`config.mk`:
```
export PLATFORM = sky130hd
export DESIGN_NAME = uart_tx_fifo_drain
export DESIGN_NICKNAME = d
export VERILOG_FILES = /design/src/rtl/uart_tx_fifo_drain.sv
export SDC_FILE = /design/constraint.sdc
export NUM_CORES = 1
export LEC_CHECK = 0
export ABC_CLOCK_PERIOD_IN_PS = 7100
export BUFFER_PORTS_ARGS = -buffer_cell sky130_fd_sc_hd__buf_2
export CAP_MARGIN = 0
export CORE_MARGIN = 3
export CORE_UTILIZATION = 40
export CTS_BUF_LIST = sky130_fd_sc_hd__clkbuf_8 sky130_fd_sc_hd__clkbuf_16
export DETAILED_ROUTE_END_ITERATION = 10
export PLACE_DENSITY_LB_ADDON = 0.15
export SETUP_SLACK_MARGIN = 0.05
export SYNTH_ARGS = -nofsm -noshare
export SYNTH_HDL_FRONTEND = slang
export SYNTH_SLANG_ARGS = --single-unit
```
`constraint.sdc`:
```
create_clock -name clk -period 7.1 [get_ports clk]
set_clock_uncertainty 0.05 [all_clocks]
set_input_delay 2.13 -clock clk [delete_from_list [all_inputs] [get_ports clk]]
set_output_delay 2.13 -clock clk [all_outputs]
set_load 0.005 [all_outputs]
```
`src/rtl/uart_tx_fifo_drain.sv`:
```
// rtl/uart_tx_fifo_drain.sv - UART transmitter that pops one word per frame from an upstream FIFO
// Frame: start, DATA_SIZE data bits LSB first, optional parity, STOP_BITS stop bits.
module uart_tx_fifo_drain #(
  parameter int DATA_SIZE    = 8,
  parameter int CLKS_PER_BIT = 868,
  parameter int STOP_BITS    = 1,
  parameter int PARITY_EN    = 0,
  parameter int PARITY_ODD   = 0
) (
  input  logic                 clk,
  input  logic                 reset,
  input  logic                 fifo_empty,
  input  logic [DATA_SIZE-1:0] fifo_read_data,
  output logic                 fifo_read,
  output logic                 tx,
  output logic                 tx_busy,
  output logic                 tx_done_tick
);

  localparam int BAUD_W = $clog2(CLKS_PER_BIT);
  localparam int BIT_W  = $clog2(DATA_SIZE) + 1;

  localparam logic [BAUD_W-1:0] BAUD_LAST = BAUD_W'(CLKS_PER_BIT - 1);
  localparam logic [BIT_W-1:0]  DATA_LAST = BIT_W'(DATA_SIZE - 1);
  localparam logic [BIT_W-1:0]  STOP_LAST = BIT_W'(STOP_BITS - 1);
  localparam logic              PAR_EN    = (PARITY_EN != 0);
  localparam logic              PAR_ODD   = (PARITY_ODD != 0);

  typedef enum logic [2:0] {IDLE, START, DATA, PARITY, STOP} state_t;

  state_t               state, state_next;
  logic [BAUD_W-1:0]    baud_cnt, baud_next;
  logic [BIT_W-1:0]     bit_cnt, bit_next;
  logic [DATA_SIZE-1:0] shreg, shreg_next;
  logic                 parity_bit, parity_next;
  logic                 tx_next;
  logic                 bit_end;

  assign bit_end   = (baud_cnt == BAUD_LAST);
  assign fifo_read = (state == IDLE) & ~fifo_empty & ~reset;
  assign tx_busy   = (state != IDLE);

  always_ff @(posedge clk or posedge reset) begin
    if (reset) begin
      state      <= IDLE;
      baud_cnt   <= '0;
      bit_cnt    <= '0;
      shreg      <= '0;
      parity_bit <= 1'b0;
      tx         <= 1'b1;
    end else begin
      state      <= state_next;
      baud_cnt   <= baud_next;
      bit_cnt    <= bit_next;
      shreg      <= shreg_next;
      parity_bit <= parity_next;
      tx         <= tx_next;
    end
  end

  // bit_cnt indexes data bits in DATA and counts stop bits in STOP.
  always_comb begin
    state_next   = state;
    baud_next    = baud_cnt;
    bit_next     = bit_cnt;
    shreg_next   = shreg;
    parity_next  = parity_bit;
    tx_done_tick = 1'b0;
    tx_next      = 1'b1;

    case (state)
      IDLE: begin
        if (fifo_read) begin
          state_next  = START;
          baud_next   = '0;
          bit_next    = '0;
          shreg_next  = fifo_read_data;
          parity_next = (^fifo_read_data) ^ PAR_ODD;
        end
      end
      START: begin
        if (bit_end) begin
          state_next = DATA;
          baud_next  = '0;
          bit_next   = '0;
        end else begin
          baud_next = baud_cnt + 1'b1;
        end
      end
      DATA: begin
        if (bit_end) begin
          baud_next  = '0;
          shreg_next = shreg >> 1;
          if (bit_cnt == DATA_LAST) begin
            bit_next   = '0;
            state_next = PAR_EN ? PARITY : STOP;
          end else begin
            bit_next = bit_cnt + 1'b1;
          end
        end else begin
          baud_next = baud_cnt + 1'b1;
        end
      end
      PARITY: begin
        if (bit_end) begin
          state_next = STOP;
          baud_next  = '0;
          bit_next   = '0;
        end else begin
          baud_next = baud_cnt + 1'b1;
        end
      end
      STOP: begin
        if (bit_end) begin
          baud_next = '0;
          if (bit_cnt == STOP_LAST) begin
            tx_done_tick = 1'b1;
            bit_next     = '0;
            state_next   = IDLE;
          end else begin
            bit_next = bit_cnt + 1'b1;
          end
        end else begin
          baud_next = baud_cnt + 1'b1;
        end
      end
      default: state_next = IDLE;
    endcase

    // tx is registered, so it is derived from where the FSM is heading.
    case (state_next)
      START:   tx_next = 1'b0;
      DATA:    tx_next = shreg_next[0];
      PARITY:  tx_next = parity_next;
      default: tx_next = 1'b1;
    endcase
  end

endmodule

```
==> results by group, run 1 <==
Run status
  – Outcome: completed

Timing
  – Endpoints failing hold: 0
  – Fmax: 200.0 MHz
  – RSZ-0062 raised after global routing: no
  – Sum of negative setup slack: 0 ns
  – Worst slew pin tran: 1.035 ns
  – Final WS setup: 2.099 ns
  – Worst hold margin: 0.4343 ns
  – Final period utilization: 70.43%
  – Slew HR: 30.93%
  – Final setup viols: 0
  – Tmin final: 5.001 ns
  – Count of final max-slew check failures: 0

Synth
  – EDFF count, synth: 0
  – Synth top area share: 44.18%
  – Post-Syn Nets: 164
  – #FFs+latches synth: 27
  – Synth Cell Area: 1473 um2
  – Cells after Synth: 150
  – Avg Inst Size Synth: 9.818 um2
  – Ys Warns: 0
  – Largest cells by area after synthesis: dfrtp_1 (44%), nand2_1 (4.8%), xor2_1 (4.8%)
  – Netlist cell types: 45
  – Fraction of registers with async set/reset: 100.0%
  – Sequential area share after synthesis: 45.96%
  – Dominant synthesized flop cell: dfrtp_1
  – Top cell type by total area after synthesis: dfrtp_1

Layout
  – Footprint of the multi-input gates: 759.5 um2
  – FF+latch area: 676.9 um2
  – ANT cells: 0
  – Nets: 180
  – Commonest cells after routing, fill and taps aside: dfrtp_1 (26), nand2_1 (19), nor2_1 (14), buf_2 (14), xor2_1 (8)
  – Final core utilization: 47.62%
  – Share of cells above drive strength 1: 17.58%
  – Finished Cell Area: 1639 um2
  – Commonest non-fill, non-tap cell in the layout: dfrtp_1
  – Fill count: 340
  – Area grow syn2layout: 11.30%

Critical path
  – Crit path max fanout: 18
  – WP data arrival: 2.82 ns
  – Worst r2r src: baud_cnt[0]$_DFFE_PP0P_
  – Crit path capture type: output pin
  – Crit path kind: in -> out
  – Reg-to-Reg End: bit_cnt[2]$_DFFE_PP0P_
  – Register-to-register setup slack: 4.77 ns
  – CP startpoint kind: input pin
  – Required time of the critical path: 4.92 ns
  – Reg2Reg Depth: 6

Floorplanning
  – Area of the core: 3442 um2
  – Num rows: 21
  – Initial cell density of the core: 42.78%
  – DIE AREA: 4446 um2
  – Die Y: 66.68 um
  – Ports: 15
  – Die Width: 66.68 um

Route
  – Initial DRT Pass Iterations: 4
  – Post-route DRC: 0
  – Antenna viol nets, final: 0
  – Via count: 1,136
  – WL per Instance: 13.74 um
  – Routed wire length: 2899 um
  – Starting DRT DRC Count: 74
  – Vias per inst: 5.384

Pwr
  – Worst vdd ir: 0.00009191 V
  – PwrDens: 263.5 nW/um2
  – Static leakage: 0.7559 nW

Global routing
  – Antenna violations before repair: 0
  – Global-route usage over all layers: 15.03%
  – First-pass GRT wire length: 5078 um
  – Vias in the first global route: 1,136
  – Grt ovf: 0
  – Pin count of the biggest net entering global routing: 28

Clock network
  – Setup Fix Bufs, Post-CTS: 0
  – Worst-case clock buffer depth: 2
  – CTS tree: done
  – Worst-path clk slew: 0.10 ns
  – Clock Tree Root: clkbuf_8
  – Post-CTS sizing: 0
  – Hold bufs inserted after CTS: 0
  – Worst skew pair latency: 0.28 ns
  – Clk sink count: 27
  – H-tree depth: 1
  – CTS buffer count: 3

Place
  – GP Congestion: 0.7989
  – Port buffer count: 14
  – Hpwl dp: 2145 um
  – Placed inst area: 1590 um2
  – DP Worst Slack: 2.103 ns

Hold path
  – Worst Hold Depth: 2
  – Hold Startpoint: shreg[5]$_DFFE_PP0P_
  – WHS Endpoint: shreg[5]$_DFFE_PP0P_
  – Hold WC Path Type: reg -> reg

Run
  – Max cap viols: 0
==> area by class of cell <==
| type | count | share of cell area (%) |
|---|---|---|
| clock buffer | 3 | 2.519 |
| tap | 46 | 3.511 |
| sequential | 27 | 41.30 |
| timing repair buffer | 15 | 4.733 |
| inverter | 5 | 1.145 |
| clock inverter | 1 | 0.4580 |
| multi-input combinational | 114 | 46.34 |
==> registers in the layout (all words and copies together), names as in the netlist <==
register    count
bit_cnt         4
baud_cnt       10
tx              1
parity_bit      1
shreg           8
state           3
==> per-stage QoR <==
stage | total power [W] | std cells
finish | 0.0004320 | 211
detailed placement | 0.0003452 | 207
global route | 0.0004670 | 211
CTS | 0.0004391 | 211
global placement | 0.0003373 | 207
floorplan | 0.0003121 | 150
==> where the power goes <==
| part | switching, W | leakage [nW] | internal, W |
|---|---|---|---|
| Sequential | 0.0000331 | 0.344 | 0.000194 |
| Clock | 0.0000509 | 0.0217 | 0.0000399 |
| Combinational | 0.0000602 | 0.390 | 0.0000540 |
| Total | 0.000144 | 0.756 | 0.000288 |
==> cells in the mapped netlist, drive strengths merged, types with 2 or more instances <==
cell and instances:
nor2 15, and2 3, a21oi 2, buf 2, xor2 8, dfrtp 26, nand3 6, ha 3
o21ai 7, a22o 3, and3 2, o211ai 2, nor3b 2, clkbuf 2, nand2 19, inv 5
nand3b 2, xnor2 7, a22oi 6, nand4 4, or3b 2, nor3 3, o2111ai 2, or3 3
==> routing by layer <==
metal  routed length (um)  vias up  global-route usage, %
li1                     -      566                      -
met1                 1388      548                  19.98
met2                 1350       16                  23.27
met3                   96        6                  2.698
met4                   63        0                  7.614
met5                    0        -                      0
==> critical path, cell delays in order <==
cell	delay (ns)
buf_2	0.11
nor3_2	0.17
buf_4	0.26
buf_2	0.15
==> worst max-delay path by stage <==
stage / startpoint / to / slack (ns)
2_1_floorplan: fifo_empty / fifo_read / 2.15
3_3_place_gp: fifo_empty / fifo_read / 2.12
3_5_place_dp: fifo_empty / fifo_read / 2.10
4_1_cts: fifo_empty / fifo_read / 2.09
5_1_grt: fifo_empty / fifo_read / 2.03
6_report: fifo_empty / fifo_read / 2.10
==> kinds of logic after synthesis <==
logic type	Yosys count	share of synthesized area, %
compound gates	29	13.93
xor+xnor	15	8.921
fa+ha+maj	3	2.549
buf+inv	9	2.464
flops	27	45.96
simple gates	67	26.17
Power figures use the tool's default switching activity.
==> run 2, diff against run 1 <==
Settings changed: ABC_CLOCK_PERIOD_IN_PS 7100 to 4080.
Clock period 7.1 ns to 4.08 ns, I/O delays scaled along.
==> results by group, run 2 (synthesized netlist as in run 1, its figures left out) <==
Timing
  – Final period utilization: 86.33%
  – Fmax: 283.9 MHz
  – Final setup viols: 0 (unchanged)
  – Tmin final: 3.522 ns
  – Count of final max-slew check failures: 0 (unchanged)
  – RSZ-0062 raised after global routing: no
  – Endpoints failing hold: 0 (unchanged)
  – Worst hold margin: 0.4326 ns (-0.001730 ns)
  – Slew HR: 32.05% (+1.1 points)
  – Final WS setup: 0.5578 ns (-1.541 ns)
  – Sum of negative setup slack: 0 ns (unchanged)
  – Worst slew pin tran: 1.018 ns (-0.01668 ns)

Route
  – Antenna viol nets, final: 0 (unchanged)
  – Post-route DRC: 0 (unchanged)
  – Routed wire length: 2865 um (-1.2%)
  – WL per Instance: 13.58 um (-1.2%)
  – Initial DRT Pass Iterations: 4 (unchanged)
  – Via count: 1,146 (+0.88%)
  – Starting DRT DRC Count: 46 (-38%)
  – Vias per inst: 5.431 (+0.88%)

Pwr
  – Switching part of the total power: 32.54% (-0.83 points)
  – Clk network pwr share: 20.3% (-0.7 points)
  – Worst vdd ir: 0.0001589 V (+73%)
  – Reg power frac: 53.3% (+0.8 points)
  – Switch Pwr: 0.0002408 W (+67%)
  – PwrDens: 452.5 nW/um2 (+72%)
  – Power share of the combinational group: 26.5% (about the same)
  – Total chip power: 0.0007400 W (+71%)
  – Static leakage: 0.7611 nW (+0.69%)
  – Int Pwr: 0.0004992 W (+73%)

Clock network
  – Worst-path clk slew: 0.09 ns (about the same)
  – Clk sink count: 27 (unchanged)
  – H-tree depth: 1 (unchanged)
  – Worst-case clock buffer depth: 2 (unchanged)
  – CTS buffer count: 3 (unchanged)
  – Clock Tree Root: clkbuf_8
  – Setup Fix Bufs, Post-CTS: 0 (unchanged)
  – Worst skew pair latency: 0.27 ns (about the same)
  – CTS tree: done
  – Post-CTS sizing: 0 (unchanged)
  – Hold bufs inserted after CTS: 0 (unchanged)

Layout
  – ANT cells: 0 (unchanged)
  – Share of cells above drive strength 1: 16.97% (-0.61 points)
  – Largest regs: baud_cnt x10, shreg x8, bit_cnt x4
  – Max reg flops: 10 (unchanged)
  – Fill count: 346 (+1.8%)
  – Biggest register: baud_cnt
  – Nets: 180 (unchanged)
  – Area grow syn2layout: 11.05%
  – Commonest cells after routing, fill and taps aside: dfrtp_1 (26), nand2_1 (19), nor2_1 (14), buf_2 (14), xor2_1 (8)
  – Commonest non-fill, non-tap cell in the layout: dfrtp_1
  – Finished Cell Area: 1635 um2 (-0.23%)

Place
  – DP Worst Slack: 0.8690 ns (-1.234 ns)
  – GP Congestion: 0.8340 (+4.4%)
  – Port buffer count: 14 (unchanged)
  – Hpwl dp: 2070 um (-3.5%)
  – Placed inst area: 1590 um2 (unchanged)

Floorplanning
  – Area of the core: 3442 um2 (unchanged)
  – Die Y: 66.68 um (unchanged)
  – Ports: 15 (unchanged)
  – Initial cell density of the core: 42.78% (unchanged)
  – DIE AREA: 4446 um2 (unchanged)
  – Die Width: 66.68 um (unchanged)
  – Num rows: 21 (unchanged)

Run status
  – Outcome: completed

Critical path
  – Crit path cell chain: ha_1, or4b_4, or3_1, nor3_1, buf_2
  – WP data arrival: 2.25 ns (-0.57 ns)
  – Required time of the critical path: 2.81 ns (-2.11 ns)
  – CP startpoint kind: flip-flop
  – Max incr delay on CP: 0.52 ns (+0.26 ns)
  – Crit path max fanout: 5 (-13)
  – CP bufs+invs: 1 (-2)
  – CP top delay family: simple AND/OR/NAND/NOR gates
  – Worst path slowest cell: or4b_4
  – Crit path kind: reg -> out
  – Crit path capture type: output pin

Global routing
  – First-pass GRT wire length: 5078 um (unchanged)
  – Antenna violations before repair: 0 (unchanged)
  – Global-route usage over all layers: 15.01% (-0.016 points)
  – Vias in the first global route: 1,141 (+0.44%)
  – Grt ovf: 0 (unchanged)
  – Pin count of the biggest net entering global routing: 28 (unchanged)

Hold path
  – Hold WC Path Type: reg -> reg

Run
  – Max cap viols: 0 (unchanged)
## run 2: worst register-to-register path, stage by stage, from the launching register on
cell and delay (ns):
dfrtp_1 0.42, ha_1 0.24, or4b_4 0.52, nor3_1 0.29, a21o_1 0.50, a31oi_1 0.15
a21oi_1 0.13
## run 2: area by class of cell
class                   instances  area [um2]  share of cell area [%]
repair buffers                 15       77.57                   4.744
inverters                       5       18.77                   1.148
flip-flops and latches         27       676.9                   41.39
multi-input cells             114       759.5                   46.44
clock inverters                 1       3.754                  0.2295
clock buffers                   3       41.29                   2.525
well taps                      46       57.56                   3.520
## run 2: per-layer routing
| metal | GRT usage (%) | up-vias | wire length [um] |
|---|---|---|---|
| met5 | 0 | - | 0 |
| met3 | 3.373 | 5 | 126 |
| met2 | 25.12 | 18 | 1363 |
| met1 | 18.54 | 556 | 1327 |
| li1 | - | 567 | - |
| met4 | 6.091 | 0 | 48 |
## run 2: final timing paths
path                                          from                       to  slack, ns  depth (start not counted)
hold / removal                shreg[3]$_DFFE_PP0P_     shreg[3]$_DFFE_PP0P_       0.43                          2
setup reg to reg           baud_cnt[0]$_DFFE_PP0P_   bit_cnt[2]$_DFFE_PP0P_       1.71                          6
max in group asynchronous                    reset     shreg[5]$_DFFE_PP0P_       2.21                          2
min in group asynchronous                    reset  baud_cnt[6]$_DFFE_PP0P_       1.16                          2
hold reg to reg               shreg[3]$_DFFE_PP0P_     shreg[3]$_DFFE_PP0P_       0.43                          2
setup / recovery           baud_cnt[0]$_DFFE_PP0P_             tx_done_tick       0.56                          5
## run 2: stage by stage
step                      utilization, %  instances
final                              47.51        211
after global routing               47.51        211
after CTS                          47.51        211
after detailed placement           46.20        207
after global placement             46.20        207
after floorplan                        -        150
## run 2: power by group through the flow
stage | Combinational [W] | Clock, W | Sequential, W
3_3_place_gp | 0.000193 | 0 | 0.000396
6_report | 0.000196 | 0.000150 | 0.000394
2_1_floorplan | 0.000158 | 0 | 0.000385
5_1_grt | 0.000228 | 0.000167 | 0.000405
4_1_cts | 0.000201 | 0.000156 | 0.000395
3_5_place_dp | 0.000198 | 0 | 0.000398
